**config.mk**
```make
export PLATFORM = sky130hd
export DESIGN_NAME = mem_bus_arbiter_flat
export DESIGN_NICKNAME = d
export VERILOG_FILES = /design/src/rtl/mem_bus_arbiter_pkg.sv /design/src/rtl/mem_bus_arbiter_if.sv /design/src/rtl/mem_bus_arbiter_memreq_slot.sv /design/src/rtl/mem_bus_arbiter.sv /design/src/flat_wrapper.sv
export SDC_FILE = /design/constraint.sdc
export NUM_CORES = 1
export LEC_CHECK = 0
export CORE_MARGIN = 2
export CORE_UTILIZATION = 25
export CTS_BUF_LIST = sky130_fd_sc_hd__clkbuf_4
export CTS_CLUSTER_SIZE = 30
export DETAILED_ROUTE_END_ITERATION = 8
export SLEW_MARGIN = 20
export SYNTH_ARGS = -nofsm -noshare
export SYNTH_HDL_FRONTEND = slang
export SYNTH_HIERARCHICAL = 1
export SYNTH_SLANG_ARGS = --single-unit
```
**constraint.sdc**
```tcl
create_clock -name clk -period 4.2 [get_ports clk]
set_input_delay 0.42 -clock clk [delete_from_list [all_inputs] [get_ports clk]]
set_output_delay 0.42 -clock clk [all_outputs]
set_load 0.005 [all_outputs]
```
**src/rtl/mem_bus_arbiter_pkg.sv**
```systemverilog
// Shared memory-request types for the fetch/mem bus arbiter.
// Holds the request struct, the bus mode encodings and the arbiter state enum.
package mem_bus_arbiter_pkg;

  localparam int ADDR_W = 32;
  localparam int DATA_W = 32;
  localparam int STRB_W = 4;

  localparam logic MEMREQ_READ  = 1'b0;
  localparam logic MEMREQ_WRITE = 1'b1;

  typedef struct packed {
    logic              mode;
    logic [ADDR_W-1:0] addr;
    logic [DATA_W-1:0] wdata;
    logic [STRB_W-1:0] wstrb;
  } memreq_t;

  typedef enum logic [1:0] {
    ARB_IDLE    = 2'd0,
    ARB_BUSY_IF = 2'd1,
    ARB_BUSY_D  = 2'd2
  } arb_state_e;

  typedef enum logic {
    GRANT_IF = 1'b0,
    GRANT_D  = 1'b1
  } grant_e;

  localparam memreq_t MEMREQ_RESET = '{mode: MEMREQ_READ, addr: '0, wdata: '0, wstrb: '0};

endpackage

```
**src/rtl/mem_bus_arbiter_if.sv**
```systemverilog
// One memory request/response channel: pulse request with fields, pulse response with data.
// "master" issues requests, "slave" serves them.
interface mem_bus_arbiter_if;
  import mem_bus_arbiter_pkg::*;

  logic              request_enable;
  logic              mode;
  logic [ADDR_W-1:0] addr;
  logic [DATA_W-1:0] wdata;
  logic [STRB_W-1:0] wstrb;
  logic              response_enable;
  logic [DATA_W-1:0] data;

  modport master (
    output request_enable, mode, addr, wdata, wstrb,
    input  response_enable, data
  );

  modport slave (
    input  request_enable, mode, addr, wdata, wstrb,
    output response_enable, data
  );

endinterface

```
**src/rtl/mem_bus_arbiter_memreq_slot.sv**
```systemverilog
// Single-entry pending request register for one arbiter port.
// A pulse is captured only when the slot is empty and the port has nothing in flight.
module memreq_slot
  import mem_bus_arbiter_pkg::*;
(
  input  logic    clk,
  input  logic    rstn,
  input  logic    req_valid,
  input  memreq_t req,
  input  logic    busy,
  input  logic    clear,
  output logic    valid,
  output memreq_t entry,
  output logic    overflow
);

  logic    valid_q, valid_d;
  memreq_t entry_q, entry_d;

  always_comb begin
    valid_d  = valid_q;
    entry_d  = entry_q;
    // A second pulse while this port already owns an entry is dropped and flagged.
    overflow = req_valid && (valid_q || busy);
    if (clear) begin
      valid_d = 1'b0;
    end else if (req_valid && !valid_q && !busy) begin
      valid_d = 1'b1;
      entry_d = req;
    end
  end

  always_ff @(posedge clk) begin
    if (!rstn) begin
      valid_q <= 1'b0;
      entry_q <= MEMREQ_RESET;
    end else begin
      valid_q <= valid_d;
      entry_q <= entry_d;
    end
  end

  assign valid = valid_q;
  assign entry = entry_q;

endmodule

```
**src/rtl/mem_bus_arbiter.sv**
```systemverilog
// Shares one memory bus between the fetch port and the data port, one transaction
// at a time, routing each response back to the port that issued it.
module mem_bus_arbiter
  import mem_bus_arbiter_pkg::*;
#(
  parameter bit DATA_PRIORITY = 1'b1
) (
  input  logic                     clk,
  input  logic                     rstn,
  mem_bus_arbiter_if.slave         if_port,
  mem_bus_arbiter_if.slave         d_port,
  mem_bus_arbiter_if.master        bus,
  output logic                     protocol_error
);

  arb_state_e        state_q, state_d;
  grant_e            last_grant_q, last_grant_d;
  memreq_t           bus_req_q, bus_req_d;
  logic              request_enable_q, request_enable_d;
  logic              if_resp_q, if_resp_d;
  logic              d_resp_q, d_resp_d;
  logic [DATA_W-1:0] if_data_q, if_data_d;
  logic [DATA_W-1:0] d_data_q, d_data_d;
  logic              protocol_error_q, protocol_error_d;

  memreq_t if_in, d_in, if_entry, d_entry, if_cand_req, d_cand_req;
  logic    if_valid, d_valid, if_overflow, d_overflow;
  logic    if_cand, d_cand, grant_if, grant_d;
  logic    if_busy, d_busy;

  assign if_busy = (state_q == ARB_BUSY_IF);
  assign d_busy  = (state_q == ARB_BUSY_D);

  always_comb begin
    if_in = '{mode: if_port.mode, addr: if_port.addr, wdata: if_port.wdata, wstrb: if_port.wstrb};
    d_in  = '{mode: d_port.mode, addr: d_port.addr, wdata: d_port.wdata, wstrb: d_port.wstrb};
  end

  memreq_slot u_if_slot (
    .clk       (clk),
    .rstn      (rstn),
    .req_valid (if_port.request_enable),
    .req       (if_in),
    .busy      (if_busy),
    .clear     (grant_if),
    .valid     (if_valid),
    .entry     (if_entry),
    .overflow  (if_overflow)
  );

  memreq_slot u_d_slot (
    .clk       (clk),
    .rstn      (rstn),
    .req_valid (d_port.request_enable),
    .req       (d_in),
    .busy      (d_busy),
    .clear     (grant_d),
    .valid     (d_valid),
    .entry     (d_entry),
    .overflow  (d_overflow)
  );

  // A pending entry takes precedence over a same-cycle pulse on that port (the pulse overflows).
  always_comb begin
    if_cand     = if_valid || if_port.request_enable;
    d_cand      = d_valid || d_port.request_enable;
    if_cand_req = if_valid ? if_entry : if_in;
    d_cand_req  = d_valid ? d_entry : d_in;
    grant_if    = 1'b0;
    grant_d     = 1'b0;
    if (state_q == ARB_IDLE) begin
      if (if_cand && d_cand) begin
        if (DATA_PRIORITY || (last_grant_q == GRANT_IF)) begin
          grant_d = 1'b1;
        end else begin
          grant_if = 1'b1;
        end
      end else begin
        grant_if = if_cand;
        grant_d  = d_cand;
      end
    end
  end

  always_comb begin
    state_d          = state_q;
    last_grant_d     = last_grant_q;
    bus_req_d        = bus_req_q;
    request_enable_d = 1'b0;
    if_resp_d        = 1'b0;
    d_resp_d         = 1'b0;
    if_data_d        = if_data_q;
    d_data_d         = d_data_q;
    protocol_error_d = protocol_error_q || if_overflow || d_overflow;
    case (state_q)
      ARB_IDLE: begin
        if (bus.response_enable) begin
          protocol_error_d = 1'b1;
        end
        if (grant_if) begin
          bus_req_d        = if_cand_req;
          request_enable_d = 1'b1;
          state_d          = ARB_BUSY_IF;
        end else if (grant_d) begin
          bus_req_d        = d_cand_req;
          request_enable_d = 1'b1;
          state_d          = ARB_BUSY_D;
        end
      end
      ARB_BUSY_IF: begin
        if (bus.response_enable) begin
          if_data_d    = bus.data;
          if_resp_d    = 1'b1;
          last_grant_d = GRANT_IF;
          state_d      = ARB_IDLE;
        end
      end
      ARB_BUSY_D: begin
        if (bus.response_enable) begin
          d_data_d     = bus.data;
          d_resp_d     = 1'b1;
          last_grant_d = GRANT_D;
          state_d      = ARB_IDLE;
        end
      end
      default: begin
        state_d = ARB_IDLE;
      end
    endcase
  end

  always_ff @(posedge clk) begin
    if (!rstn) begin
      state_q          <= ARB_IDLE;
      last_grant_q     <= GRANT_D;
      bus_req_q        <= MEMREQ_RESET;
      request_enable_q <= 1'b0;
      if_resp_q        <= 1'b0;
      d_resp_q         <= 1'b0;
      if_data_q        <= '0;
      d_data_q         <= '0;
      protocol_error_q <= 1'b0;
    end else begin
      state_q          <= state_d;
      last_grant_q     <= last_grant_d;
      bus_req_q        <= bus_req_d;
      request_enable_q <= request_enable_d;
      if_resp_q        <= if_resp_d;
      d_resp_q         <= d_resp_d;
      if_data_q        <= if_data_d;
      d_data_q         <= d_data_d;
      protocol_error_q <= protocol_error_d;
    end
  end

  assign bus.request_enable     = request_enable_q;
  assign bus.mode               = bus_req_q.mode;
  assign bus.addr               = bus_req_q.addr;
  assign bus.wdata              = bus_req_q.wdata;
  assign bus.wstrb              = bus_req_q.wstrb;
  assign if_port.response_enable = if_resp_q;
  assign if_port.data           = if_data_q;
  assign d_port.response_enable = d_resp_q;
  assign d_port.data            = d_data_q;
  assign protocol_error         = protocol_error_q;

endmodule

```
**src/flat_wrapper.sv**
```systemverilog
// flat-port wrapper written by rule: the top's interface ports become plain ports
module mem_bus_arbiter_flat import mem_bus_arbiter_pkg::*;
#(
  parameter bit DATA_PRIORITY = 1'b1
)
  (clk, rstn, protocol_error, if_port_request_enable, if_port_mode, if_port_addr, if_port_wdata, if_port_wstrb, if_port_response_enable, if_port_data, d_port_request_enable, d_port_mode, d_port_addr, d_port_wdata, d_port_wstrb, d_port_response_enable, d_port_data, bus_request_enable, bus_mode, bus_addr, bus_wdata, bus_wstrb, bus_response_enable, bus_data);
  mem_bus_arbiter_if if_port_i ();
  mem_bus_arbiter_if d_port_i ();
  mem_bus_arbiter_if bus_i ();
  input  logic clk;
  input  logic rstn;
  output logic protocol_error;
  input wire logic [$bits(if_port_i.request_enable)-1:0] if_port_request_enable;
  input wire logic [$bits(if_port_i.mode)-1:0] if_port_mode;
  input wire logic [$bits(if_port_i.addr)-1:0] if_port_addr;
  input wire logic [$bits(if_port_i.wdata)-1:0] if_port_wdata;
  input wire logic [$bits(if_port_i.wstrb)-1:0] if_port_wstrb;
  output wire logic [$bits(if_port_i.response_enable)-1:0] if_port_response_enable;
  output wire logic [$bits(if_port_i.data)-1:0] if_port_data;
  input wire logic [$bits(d_port_i.request_enable)-1:0] d_port_request_enable;
  input wire logic [$bits(d_port_i.mode)-1:0] d_port_mode;
  input wire logic [$bits(d_port_i.addr)-1:0] d_port_addr;
  input wire logic [$bits(d_port_i.wdata)-1:0] d_port_wdata;
  input wire logic [$bits(d_port_i.wstrb)-1:0] d_port_wstrb;
  output wire logic [$bits(d_port_i.response_enable)-1:0] d_port_response_enable;
  output wire logic [$bits(d_port_i.data)-1:0] d_port_data;
  output wire logic [$bits(bus_i.request_enable)-1:0] bus_request_enable;
  output wire logic [$bits(bus_i.mode)-1:0] bus_mode;
  output wire logic [$bits(bus_i.addr)-1:0] bus_addr;
  output wire logic [$bits(bus_i.wdata)-1:0] bus_wdata;
  output wire logic [$bits(bus_i.wstrb)-1:0] bus_wstrb;
  input wire logic [$bits(bus_i.response_enable)-1:0] bus_response_enable;
  input wire logic [$bits(bus_i.data)-1:0] bus_data;
  assign if_port_i.request_enable = if_port_request_enable;
  assign if_port_i.mode = if_port_mode;
  assign if_port_i.addr = if_port_addr;
  assign if_port_i.wdata = if_port_wdata;
  assign if_port_i.wstrb = if_port_wstrb;
  assign if_port_response_enable = if_port_i.response_enable;
  assign if_port_data = if_port_i.data;
  assign d_port_i.request_enable = d_port_request_enable;
  assign d_port_i.mode = d_port_mode;
  assign d_port_i.addr = d_port_addr;
  assign d_port_i.wdata = d_port_wdata;
  assign d_port_i.wstrb = d_port_wstrb;
  assign d_port_response_enable = d_port_i.response_enable;
  assign d_port_data = d_port_i.data;
  assign bus_request_enable = bus_i.request_enable;
  assign bus_mode = bus_i.mode;
  assign bus_addr = bus_i.addr;
  assign bus_wdata = bus_i.wdata;
  assign bus_wstrb = bus_i.wstrb;
  assign bus_i.response_enable = bus_response_enable;
  assign bus_i.data = bus_data;
  mem_bus_arbiter #(.DATA_PRIORITY(DATA_PRIORITY)) u_core (.clk(clk), .rstn(rstn), .if_port(if_port_i), .d_port(d_port_i), .bus(bus_i), .protocol_error(protocol_error));
endmodule
```
Word-level counts from Yosys, hierarchy flattened
Cells that the tools add are included.
{ "word_totals": {"out_inout_bits": 137, "reg_bits": 279, "word_cells": 76} }
{ "classes": {"n_bitwise": 3, "n_reduce_logical": 31, "n_eq_ne": 4, "muxes": 17} }
{ "op_table": {"columns": ["operator", "count"], "rows": [
  ["two-way mux 69 bit", 4],
  ["AND reduction 2 bit", 9],
  ["two-way mux 1 bit", 9],
  ["logical AND 1 bit", 7],
  ["logical OR 1 bit", 6],
  ["two-way mux 2 bit", 3],
  ["OR reduction 2 bit", 3],
  ["logical NOT 1 bit", 4],
  ["one-hot mux 2 bit (2 select lines)", 1],
  ["!= test 3 x 1 -> 1 bit, second input constant", 1],
  ["NOT 1 bit", 3],
  ["== test 2 x 1 -> 1 bit, second input constant", 1],
  ["== test 2 bit, second input constant", 1],
  ["logical NOT 2 bit", 1],
  ["!= test 2 x 1 -> 1 bit, second input constant", 1],
  ["nonzero test 2 bit", 1]
]} }

Longest topological paths before layout
Gate-level depths: netlist of run 1.
{ "logic_depth": {"ltp_word": 7, "ltp_mapped": 13, "ltp_nobuf": 6} }

Hierarchy
Netlist of run 1, hierarchy kept.
{ "modules_own_cells": {"columns": ["module", "cells_each", "instances", "area_each_um2"], "rows": [
  ["mem_bus_arbiter", 938, 1, 7785.0],
  ["memreq_slot", 305, 2, 2782.7]
]} }

Worst setup path before layout of run 1
OpenSTA, ideal clock, no wires.
{ "synth_timing": {"path_type": "flip-flop to flip-flop", "from": "register u_core.state_q[1]", "to": "register u_core.u_if_slot.entry_q, in the netlist u_core/u_if_slot/entry[47]", "stages_incl_launch_ff": 14, "period_less_slack_ps": 2333, "arrival_time_ps": 2262, "slack_ps": 1867, "required_ps": 4128, "path_cell_list": "dfxtp_1 -> inv_1 -> ha_1 -> buf_2 -> nor3b_1 -> buf_2 -> and2_1 -> buf_6 -> buf_2 -> nor4b_2 -> buf_4 -> buf_6 -> buf_8 -> mux2i_1"} }
{ "synth_between": {"elab_chain_cells": 4, "word_cells_on_any_way": 7} }
{ "synth_lines": {"columns": ["element", "line_no", "text"], "rows": [
  ["start: declaration", "mem_bus_arbiter.sv:16", "arb_state_e state_q, state_d;"],
  ["start signal: assignment", "mem_bus_arbiter.sv:144", "state_q <= state_d;"],
  ["logical NOT 2 bit", "mem_bus_arbiter.sv:71", "if (state_q == ARB_IDLE) begin"],
  ["two-way mux 1 bit", "mem_bus_arbiter.sv:71", null],
  ["named net u_core.grant_if", "mem_bus_arbiter.sv:28", "logic if_cand, d_cand, grant_if, grant_d;"],
  ["NOT 1 bit (no source line)", null, null],
  ["AND reduction 2 bit (no source line)", null, null],
  ["end signal: assignment", "mem_bus_arbiter_memreq_slot.sv:39", "entry_q <= entry_d;"],
  ["end: declaration", "mem_bus_arbiter_memreq_slot.sv:18", "memreq_t entry_q, entry_d;"]
]} }
The timed path passes the listed nets, and every way through them passes these cells.
A chain may end at the register's enable or synchronous reset.

Worst setup path after layout of run 1
{ "layout_timing": {"from": "register u_core.state_q[0]", "to": "register u_core.bus_req_q, in the netlist u_core/bus.addr[15]"} }
{ "layout_between": {"elab_chain_cells": 4, "word_cells_on_any_way": 6} }
{ "layout_lines": {"columns": ["element", "line_no", "text"], "rows": [
  ["logical NOT 2 bit *", "mem_bus_arbiter.sv:71, mem_bus_arbiter.sv:95", null],
  ["two-way mux 1 bit", "mem_bus_arbiter.sv:71", null],
  ["nonzero test 2 bit (no source line)", null, null],
  ["AND reduction 2 bit (no source line)", null, null],
  ["end signal: assignment", "mem_bus_arbiter.sv:146", "bus_req_q <= bus_req_d;"],
  ["end: declaration", "mem_bus_arbiter.sv:18", "memreq_t bus_req_q, bus_req_d;"]
]} }
Mark *: on every way between the ends. The rest lies on a longest branch, timed or not.

==> metrics.csv, run 1 <==
stage,metric,value,unit
timing,worst_pin_slew,1.07,ns
setup_path,path_max_fanout,41,
outcome,status,"finished, final reports clean",
routing,first_pass_iters,5,
timing,slew_headroom,28.7,%
clock_tree,clockBufferDepth,3,
timing,finalCritPeriodShare,65.4,%
logic_synthesis,synth_top_cell_by_area,dfxtp_1,
logic_synthesis,synth-seq-cells,279,
logic_synthesis,synth_flop_cell,dfxtp_1,
logic_synthesis,synthDistinctLibCells,35,
setup_path,required,4.89,ns
routing,drc,0,
global_route,grt_pass1_wl,69100,um
timing,setup-tns-final,0,ns
global_route,grtUsageTotal,15.7,%
routing,wirelength,44700,um
clock_tree,post-cts-setup-buffer-count,0,
clock_tree,htreeDepth,3,
floorplan,rows,84,
logic_synthesis,synth_cells,1548,
power_and_ir_drop,p_leak,0.00681,uW
placed_design,gp_congestion,0.784,
timing,setup_violations,0,
clock_tree,worstSkewPairLatency,0.78,ns
timing,rsz0062_at_grt,no,
floorplan,start_util,25.4,%
setup_path,path_class,flop to flop,
clock_tree,cts_tree,built,
logic_synthesis,synth_nets,1726,
timing,hold_viol,0,
clock_tree,cts.clk_slew.worst_paths,0.06,ns
logic_synthesis,synth-seq-area-share,41.8,%
logic_synthesis,avgSynthCellArea,8.62,sq um
routing,via_per_inst,4.69,
timing,clock_skew,0.0633,ns
clock_tree,cts_root_buf,clkbuf_4,
placed_design,portBuffers,311,
global_route,grt_max_degree,156,
power_and_ir_drop,total_power,7820,uW
floorplan,die_h,235,um
logic_synthesis,ys_top_cells_by_area,"dfxtp_1, mux2i_1, nand2_1",
floorplan,fp.dieW,235,um
logic_synthesis,synth_edf_count,0,
floorplan,dieArea,55300,sq um
setup_path,crit_arrival,3.44,ns
setup_path,end_kind,flop,
timing,fmax,364,MHz
routing,postRouteAntennaNets,0,
power_and_ir_drop,peakVddDrop,0.187,mV
cells_and_area,layout-drive-gt1-share,8.69,%
placed_design,hpwl,28200,um
hold_path,holdCritPathClass,input pin to flop,
floorplan,core_area,52700,sq um
clock_tree,cts_sinks,279,
logic_synthesis,async_reset_ff_share,0,%
clock_tree,cts_resized,0,
logic_synthesis,synth_commonest_cells,"nand2_1, dfxtp_1, mux2i_1",
setup_path,start_kind,flop,
cells_and_area,nets,1996,
floorplan,ios,312,
power_and_ir_drop,power.density,435,nW/um^2
timing,fin_crit,2.75,ns
global_route,grt_pass1_vias,12200,
global_route,grt_remaining_overflow,0,
routing,routedWlPerCell,17.4,um
routing,drtIter0Drc,572,
global_route,grt_antenna_before_repair,13,
clock_tree,cts_hold_buffers,0,
logic_synthesis,netlist_area,13400,sq um
job,cap_viol_max_count,0,
cells_and_area,areaGrowthSynthToFinish,34.6,%
clock_tree,cts_buffers,83,
logic_synthesis,yosysMostFrequentCell,nand2_1,
routing,num_vias,12000,
logic_synthesis,ys_warn_count,6,
logic_synthesis,synth_top_cell_area_share,41.8,%
timing,slew_viol_final,0,
==> final timing paths <==
path	from	to	slack (ns)	cells after the start
worst max register to register	u_core/state_q[0]	u_core/bus.addr[15]	1.45	6
worst min register to register	u_core/d_port.data[12]	u_core/d_port.data[12]	0.45	2
worst max-delay path	u_core/state_q[0]	u_core/bus.addr[15]	1.45	6
worst min-delay path	bus_data[30]	u_core/d_port.data[30]	0.20	3
==> area by class of cell <==
class	instances	area, sq um
Fill cell	5424	34700
Inverter	5	18.8
Clock buffer	116	871
Clock inverter	27	205
Tap cell	688	861
Sequential cell	279	5590
Antenna cell	2	5.00
Multi-Input combinational cell	1119	7110
Timing Repair Buffer	330	3310
==> worst max-delay path, stage by stage, from the launching register on <==
cell and delay (ns):
dfxtp_1 0.32, inv_1 0.10, ha_2 0.60, nor3b_2 0.30, and2_4 0.49, buf_4 0.56
o311a_1 0.25
==> where the power goes <==
part / switching, uW / internal [uW]
sequential: 213 / 2960
combinational: 959 / 978
clock: 1250 / 1460
==> per-layer routing <==
metal | part of all wire [%] | vias up | track usage [%]
li1 | - | 5855 | -
met1 | 44 | 5739 | 19.3
met2 | 47 | 347 | 25.9
met3 | 6.8 | 86 | 4.89
met4 | 2.4 | 12 | 5.62
met5 | 0.17 | - | 0
==> placed cells by master (no fill, tap or decap), types with 3 or more instances in the layout <==
cell type        synthesis  layout
buf_12                   0       4
o311a_1                 67      67
clkdlybuf4s50_1          0     309
nor2b_1                  5       5
inv_1                    4       4
a21boi_1                65      65
nand3_1                 68      68
clkinv_2                 0       5
o211a_1                  3       3
clkinv_1                 0      15
a21boi_0                67      67
clkbuf_4                 0     116
nand3b_1                67      67
mux2i_1                206     206
nand2_1                476     474
and2_1                  69      68
bufinv_16                0       3
buf_4                   12      16
dfxtp_1                279     277
==> metrics by stage <==
stage | setup WS (ns) | instances | instance area (sq um) | hold slack (ns) | utilization [%]
3_5_place_dp | 1.45 | 2421 | 16900 | 0.446 | 32.1
5_1_grt | 1.22 | 2565 | 18000 | 0.118 | 34.1
4_1_cts | 1.39 | 2564 | 18000 | 0.0728 | 34.1
6_report | 1.45 | 2566 | 18000 | 0.204 | 34.1
2_1_floorplan | 1.87 | 1548 | 13400 | 0.431 | -
3_3_place_gp | 1.46 | 2421 | 16900 | 0.439 | 32.1
==> state kept, by name, summed over array words and instances, names as in the netlist <==
register	flops
u_core/bus.request_enable	1
u_core/bus.wdata	32
u_core/u_d_slot/entry	69
u_core/state_q	2
u_core/u_if_slot/valid	1
u_core/bus.addr	32
u_core/bus.wstrb	4
u_core/d_port.data	32
u_core/if_port.response_enable	1
u_core/if_port.data	32
u_core/u_d_slot/valid	1
u_core/protocol_error	1
u_core/u_if_slot/entry	69
u_core/bus.mode	1
u_core/d_port.response_enable	1
==> cell families after synthesis <==
group           share of synthesized area, %
mux                                     15.6
fa+ha+maj                              0.281
buf+inv                                 5.23
simple gates                            23.8
compound gates                          13.2
flops                                   41.8
Power figures use the tool's default switching activity.
==> inputs of run 2 (changes only) <==
clock period = 2.2 ns   (was 4.2 ns; I/O delays follow)
==> metrics.csv, run 2 (synthesis results as in run 1) <==
stage,metric,value,unit,change
setup_path,r2r-start,u_core/state_q[1],,
timing,hold_viol,0,,unchanged
power_and_ir_drop,seq_power_share,39.0,%,-1.5 points
power_and_ir_drop,p_comb_share,26.8,%,+2.0 points
global_route,grt_pass1_vias,13200,,+8.3%
global_route,grt_remaining_overflow,0,,unchanged
floorplan,fp.dieW,235,um,unchanged
clock_tree,cts.clk_slew.worst_paths,0.07,ns,about the same
setup_path,crit_start,u_core/state_q[1],,
placed_design,dp_cells,2436,,+0.62%
clock_tree,worstSkewPairLatency,0.80,ns,+0.02 ns
timing,clock_skew,0.0503,ns,-0.0130 ns
setup_path,critical-path-max-stage-delay,0.36,ns,-0.24 ns
placed_design,gp_congestion,0.809,,+3.2%
cells_and_area,layout-drive-gt1-share,8.94,%,+0.25 points
cells_and_area,layoutNonFillerInstCount,2752,,+7.2%
power_and_ir_drop,internal_power,10700,uW,+98%
power_and_ir_drop,swShare,30.3,%,-0.65 points
global_route,grt_busiest_layer,met2,,
floorplan,die_h,235,um,unchanged
clock_tree,cts_tree,built,,
hold_path,holdCritPathClass,input pin to flop,,
routing,via_per_inst,4.66,,-0.73%
global_route,grt_antenna_before_repair,5,,-8
timing,slew_viol_final,0,,unchanged
clock_tree,cts_resized,0,,unchanged
placed_design,portBuffers,311,,unchanged
clock_tree,post-cts-setup-buffer-count,0,,unchanged
power_and_ir_drop,p_sw,4670,uW,+92%
setup_path,end_kind,flop,,
global_route,grt_max_degree,102,,-35%
cells_and_area,nFillCells,5274,,-2.8%
setup_path,crit_chain,"inv_2, ha_4, nor3b_2, and2_4, nor4b_4, buf_4, buf_4, mux2i_1",,
cells_and_area,final_cell_mix,"nand2_1, clkdlybuf4s50_1, dfxtp_1",,
global_route,grt.met1_usage,19.8,%,+0.54 points
setup_path,start_kind,flop,,
timing,rsz0062_at_grt,no,,
routing,routedWlPerCell,16.7,um,-4.0%
setup_path,crit_end,u_core/u_if_slot/entry[41],,
setup_path,path_max_fanout,14,,-66%
job,cap_viol_max_count,0,,unchanged
floorplan,core_area,52700,sq um,unchanged
routing,drtIter0Drc,560,,-2.1%
power_and_ir_drop,p_leak,0.00765,uW,+12%
timing,setup-tns-final,0,ns,unchanged
power_and_ir_drop,power.density,772,nW/um^2,+77%
setup_path,crit_arrival,2.68,ns,-0.76 ns
timing,setup_violations,0,,unchanged
outcome,status,"finished, final reports clean",,
clock_tree,clockBufferDepth,3,,unchanged
setup_path,path_class,flop to flop,,
floorplan,ios,312,,unchanged
timing,slew_headroom,48.5,%,+20 points
timing,worst_pin_slew,0.773,ns,-0.297 ns
global_route,use_met2,27.6,%,+1.8 points
power_and_ir_drop,power_frac_clock,34.2,%,-0.5 points
clock_tree,cts_root_buf,clkbuf_4,,
timing,fmax,502,MHz,+38%
floorplan,start_util,25.4,%,unchanged
routing,first_pass_iters,4,,-1
routing,wirelength,46000,um,+3.0%
setup_path,crit_slowest_cell,dfxtp_2,,
routing,postRouteAntennaNets,0,,unchanged
routing,num_vias,12800,,+6.5%
clock_tree,cts_buffers,85,,+2.4%
routing,drc,0,,unchanged
setup_path,reg2reg_slack,0.21,ns,-1.24 ns
cells_and_area,areaGrowthSynthToFinish,49.2,%,
timing,fin_crit,1.99,ns,-0.756 ns
power_and_ir_drop,peakVddDrop,0.396,mV,+110%
clock_tree,cts_sinks,279,,unchanged
global_route,grtUsageTotal,16.3,%,+0.56 points
setup_path,rr_worst_depth,8,,+2
floorplan,dieArea,55300,sq um,unchanged
setup_path,reg2reg_to,u_core/u_if_slot/entry[41],,
setup_path,worst_path_most_repeated_cell,buf_4,,
global_route,grt_pass1_wl,72500,um,+4.9%
global_route,use_met3,4.02,%,-0.87 points
setup_path,required,2.89,ns,-2.00 ns
clock_tree,htreeDepth,3,,unchanged
cells_and_area,nets,2182,,+9.3%
placed_design,hpwl,29300,um,+4.0%
timing,finalCritPeriodShare,90.5,%,+25 points
floorplan,rows,84,,unchanged
cells_and_area,final_common_cell,nand2_1,,
[run 2: timing repair]
item,4_1_cts,5_1_grt
hold buffers,169,0
setup endpoints to repair,0,0
hold endpoints to repair,213,0
[run 2: worst max-delay path, delay by kind of cell (launching register included)]
kind | cells | cell delay [ns]
adders and majority gates | 1 | 0.17
buffers and inverters | 3 | 0.51
and+or+nand+nor | 3 | 0.61
DFF | 1 | 0.36
muxes | 1 | 0.23
[run 2: power by group through the flow]
| stage | combinational [uW] | clock, uW | sequential [uW] |
|---|---|---|---|
| 6_report | 4120 | 5260 | 5990 |
| 5_1_grt | 4450 | 5760 | 6060 |
| 4_1_cts | 4160 | 5500 | 6000 |
| 3_5_place_dp | 3880 | 0 | 6100 |
| 3_3_place_gp | 3820 | 0 | 6090 |
| 2_1_floorplan | 2210 | 0 | 6020 |
[run 2: metal layers]
metal  vias up  routed length [um]
met5         -                  16
met4         2                1020
met3        83                2610
met2       368               21900
met1      6121               20500
li1       6243                   -
[run 2: metrics by stage]
| stage | setup WS, ns | hold slack (ns) | instance area (sq um) | total power, uW | utilization (%) |
|---|---|---|---|---|---|
| after floorplan | 0.00585 | 0.355 | 13400 | 8230 | - |
| after global placement | 0.156 | 0.440 | 17100 | 9900 | 32.5 |
| after detailed placement | 0.0959 | 0.447 | 17100 | 9970 | 32.5 |
| after CTS | 0.110 | 0.000636 | 19900 | 15700 | 37.8 |
| after global routing | 0.0908 | 0.0459 | 19900 | 16300 | 37.8 |
| final | 0.209 | 0.110 | 19900 | 15400 | 37.8 |
[run 2: worst min-delay path by stage]
stage | start | end | depth (start not counted)
2_1_floorplan | bus_data[0] | u_core/d_port.data[0] | 2
3_5_place_dp | u_core/d_port.data[18] | u_core/d_port.data[18] | 2
5_1_grt | if_port_addr[11] | u_core/u_if_slot/entry[47] | 3
6_report | if_port_addr[28] | u_core/u_if_slot/entry[64] | 3
4_1_cts | if_port_addr[28] | u_core/u_if_slot/entry[64] | 3
3_3_place_gp | u_core/if_port.data[5] | u_core/if_port.data[5] | 2
[run 2: cell type report]
cell class	instances	area, sq um	share of cell area [%]
sequential	279	5600	28.1
timing repair buffer	514	5230	26.2
clock buffer	124	931	4.67
inverter	5	18.8	0.0942
tap	688	861	4.32
antenna	5	12.5	0.0628
multi-input combinational	1119	7120	35.7
clock inverter	18	163	0.816
==> inputs of run 3 (changes only) <==
MAX_ROUTING_LAYER = met4   (was not set)
RECOVER_POWER = 25   (was not set)
==> metrics.csv, run 3 (synthesis results as in run 1) <==
stage,metric,value,unit,change
outcome,status,"finished, final reports clean",,
placed_design,gp_congestion,0.821,,+1.5%
clock_tree,cts.clk_slew.worst_paths,0.07,ns,about the same
routing,routedWlPerCell,16.7,um,about the same
routing,wirelength,46000,um,about the same
clock_tree,htreeDepth,3,,unchanged
routing,m1WireLength,20400,um,-0.46%
timing,fin_crit,2.00,ns,+0.00820 ns
placed_design,place_area,17100,sq um,unchanged
placed_design,hpwl,29300,um,unchanged
routing,via_per_inst,4.67,,+0.28%
hold_path,min-delay-start,if_port_addr[28],,
timing,finalCritPeriodShare,90.9,%,+0.37 points
global_route,grtUsageTotal,16.8,%,+0.48 points
power_and_ir_drop,power.density,772,nW/um^2,about the same
cells_and_area,nets,2182,,unchanged
floorplan,rows,84,,unchanged
clock_tree,worstSkewPairLatency,0.80,ns,about the same
routing,drtIter0Drc,517,,-7.7%
clock_tree,cts_root_buf,clkbuf_4,,
routing,top_layer,met4,,
timing,setup_violations,0,,unchanged
setup_path,rr_worst_depth,5,,-3
floorplan,start_util,25.4,%,unchanged
routing,dr_wl_met2,22100,um,+0.83%
cells_and_area,areaGrowthSynthToFinish,49.1,%,
clock_tree,cts_sinks,279,,unchanged
setup_path,crit_arrival,2.70,ns,+0.02 ns
global_route,grt_max_degree,102,,unchanged
global_route,grt_pass1_vias,13200,,+0.061%
cells_and_area,final_common_cell,nand2_1,,
clock_tree,cts_tree,built,,
hold_path,holdCritPathClass,input pin to flop,,
setup_path,start_kind,flop,,
power_and_ir_drop,peakVddDrop,0.397,mV,+0.16%
cells_and_area,final_cell_mix,"nand2_1, clkdlybuf4s50_1, dfxtp_1",,
setup_path,r2r-start,u_core/state_q[0],,
global_route,grt_pass1_wl,72400,um,about the same
global_route,grt_antenna_before_repair,5,,unchanged
placed_design,dp_cells,2436,,unchanged
timing,fin_ws,0.201,ns,-0.00820 ns
cells_and_area,layoutNonFillerInstCount,2752,,unchanged
timing,slew_headroom,29.5,%,-19 points
clock_tree,cts_resized,0,,unchanged
setup_path,reg2reg_to,u_core/bus.wdata[18],,
power_and_ir_drop,p_leak,0.00760,uW,-0.60%
floorplan,dieArea,55300,sq um,unchanged
routing,first_pass_iters,5,,+1
setup_path,required,2.90,ns,about the same
global_route,grt_remaining_overflow,0,,unchanged
routing,postRouteAntennaNets,0,,unchanged
clock_tree,clockBufferDepth,3,,unchanged
timing,clock_skew,0.0521,ns,+0.00183 ns
setup_path,path_class,flop to flop,,
setup_path,reg2reg_slack,0.20,ns,about the same
timing,setup-tns-final,0,ns,unchanged
cells_and_area,nFillCells,5279,,+0.095%
clock_tree,cts_buffers,85,,unchanged
routing,num_vias,12900,,+0.28%
routing,drc,0,,unchanged
routing,wl_met3,2550,um,-2.4%
timing,rsz0062_at_grt,no,,
timing,slew_viol_final,0,,unchanged
setup_path,end_kind,flop,,
floorplan,ios,312,,unchanged
hold_path,min_to,u_core/u_if_slot/entry[64],,
floorplan,fp.dieW,235,um,unchanged
timing,hold_viol,0,,unchanged
power_and_ir_drop,total_power,15400,uW,-0.14%
placed_design,place_ws,0.0959,ns,unchanged
timing,worst_pin_slew,1.06,ns,+0.285 ns
clock_tree,cts_hold_buffers,169,,unchanged
floorplan,core_area,52700,sq um,unchanged
job,cap_viol_max_count,0,,unchanged
floorplan,die_h,235,um,unchanged
timing,fmax,500,MHz,-0.41%
clock_tree,post-cts-setup-buffer-count,0,,unchanged
cells_and_area,layout-drive-gt1-share,8.94,%,unchanged
placed_design,portBuffers,311,,unchanged
hold_path,hold_path_depth,3,,unchanged
setup_path,path_max_fanout,36,,+22
cells_and_area,final_area,19900,sq um,-0.12%
[run 3: where the power goes]
| group | switching (uW) | internal (uW) | total, uW | leakage, uW |
|---|---|---|---|---|
| registers | 341 | 5650 | 5990 | 0.00229 |
| logic | 1960 | 2130 | 4100 | 0.00467 |
| clock network | 2350 | 2910 | 5270 | 0.000650 |
| total | 4660 | 10700 | 15400 | 0.00760 |
[run 3: how the worst max path moves through the flow]
stage,slack [ns],startpoint,to
2_1_floorplan,0.006,u_core/state_q[1],u_core/u_if_slot/entry[47]
3_3_place_gp,0.16,if_port_request_enable,u_core/u_if_slot/entry[49]
3_5_place_dp,0.1,if_port_request_enable,u_core/u_if_slot/entry[49]
4_1_cts,0.11,u_core/bus.request_enable,bus_request_enable
5_1_grt,0.06,u_core/state_q[0],u_core/bus.wdata[18]
6_report,0.20,u_core/state_q[0],u_core/bus.wdata[18]
[run 3: per-stage QoR]
step	hold slack, ns	utilization [%]
2_1_floorplan	0.355	-
3_3_place_gp	0.440	32.5
3_5_place_dp	0.447	32.5
4_1_cts	0.000636	37.8
5_1_grt	0.0386	37.8
6_report	0.106	37.8
[run 3: routing by layer]
metal / GRT usage [%] / vias to the layer above
li1: - / 6249
met1: 19.9 / 6173
met2: 27.6 / 349
met3: 3.96 / 82
met4: 6.06 / 0
met5: - / -
[run 3: cell type report]
class	instances	area (sq um)	area share, %
inverter	5	18.8	0.0943
multi-input combinational	1119	7110	35.7
clock buffer	124	931	4.68
clock inverter	18	163	0.817
timing repair buffer	514	5210	26.2
antenna	5	12.5	0.0629
sequential	279	5600	28.1
tap	688	861	4.33
[run 3: critical path, cell delays in order (launching register included)]
cell      delay (ns)
dfxtp_2         0.33
inv_2           0.08
ha_4            0.16
clkbuf_2        0.68
a21boi_0        0.42
o311a_1         0.21
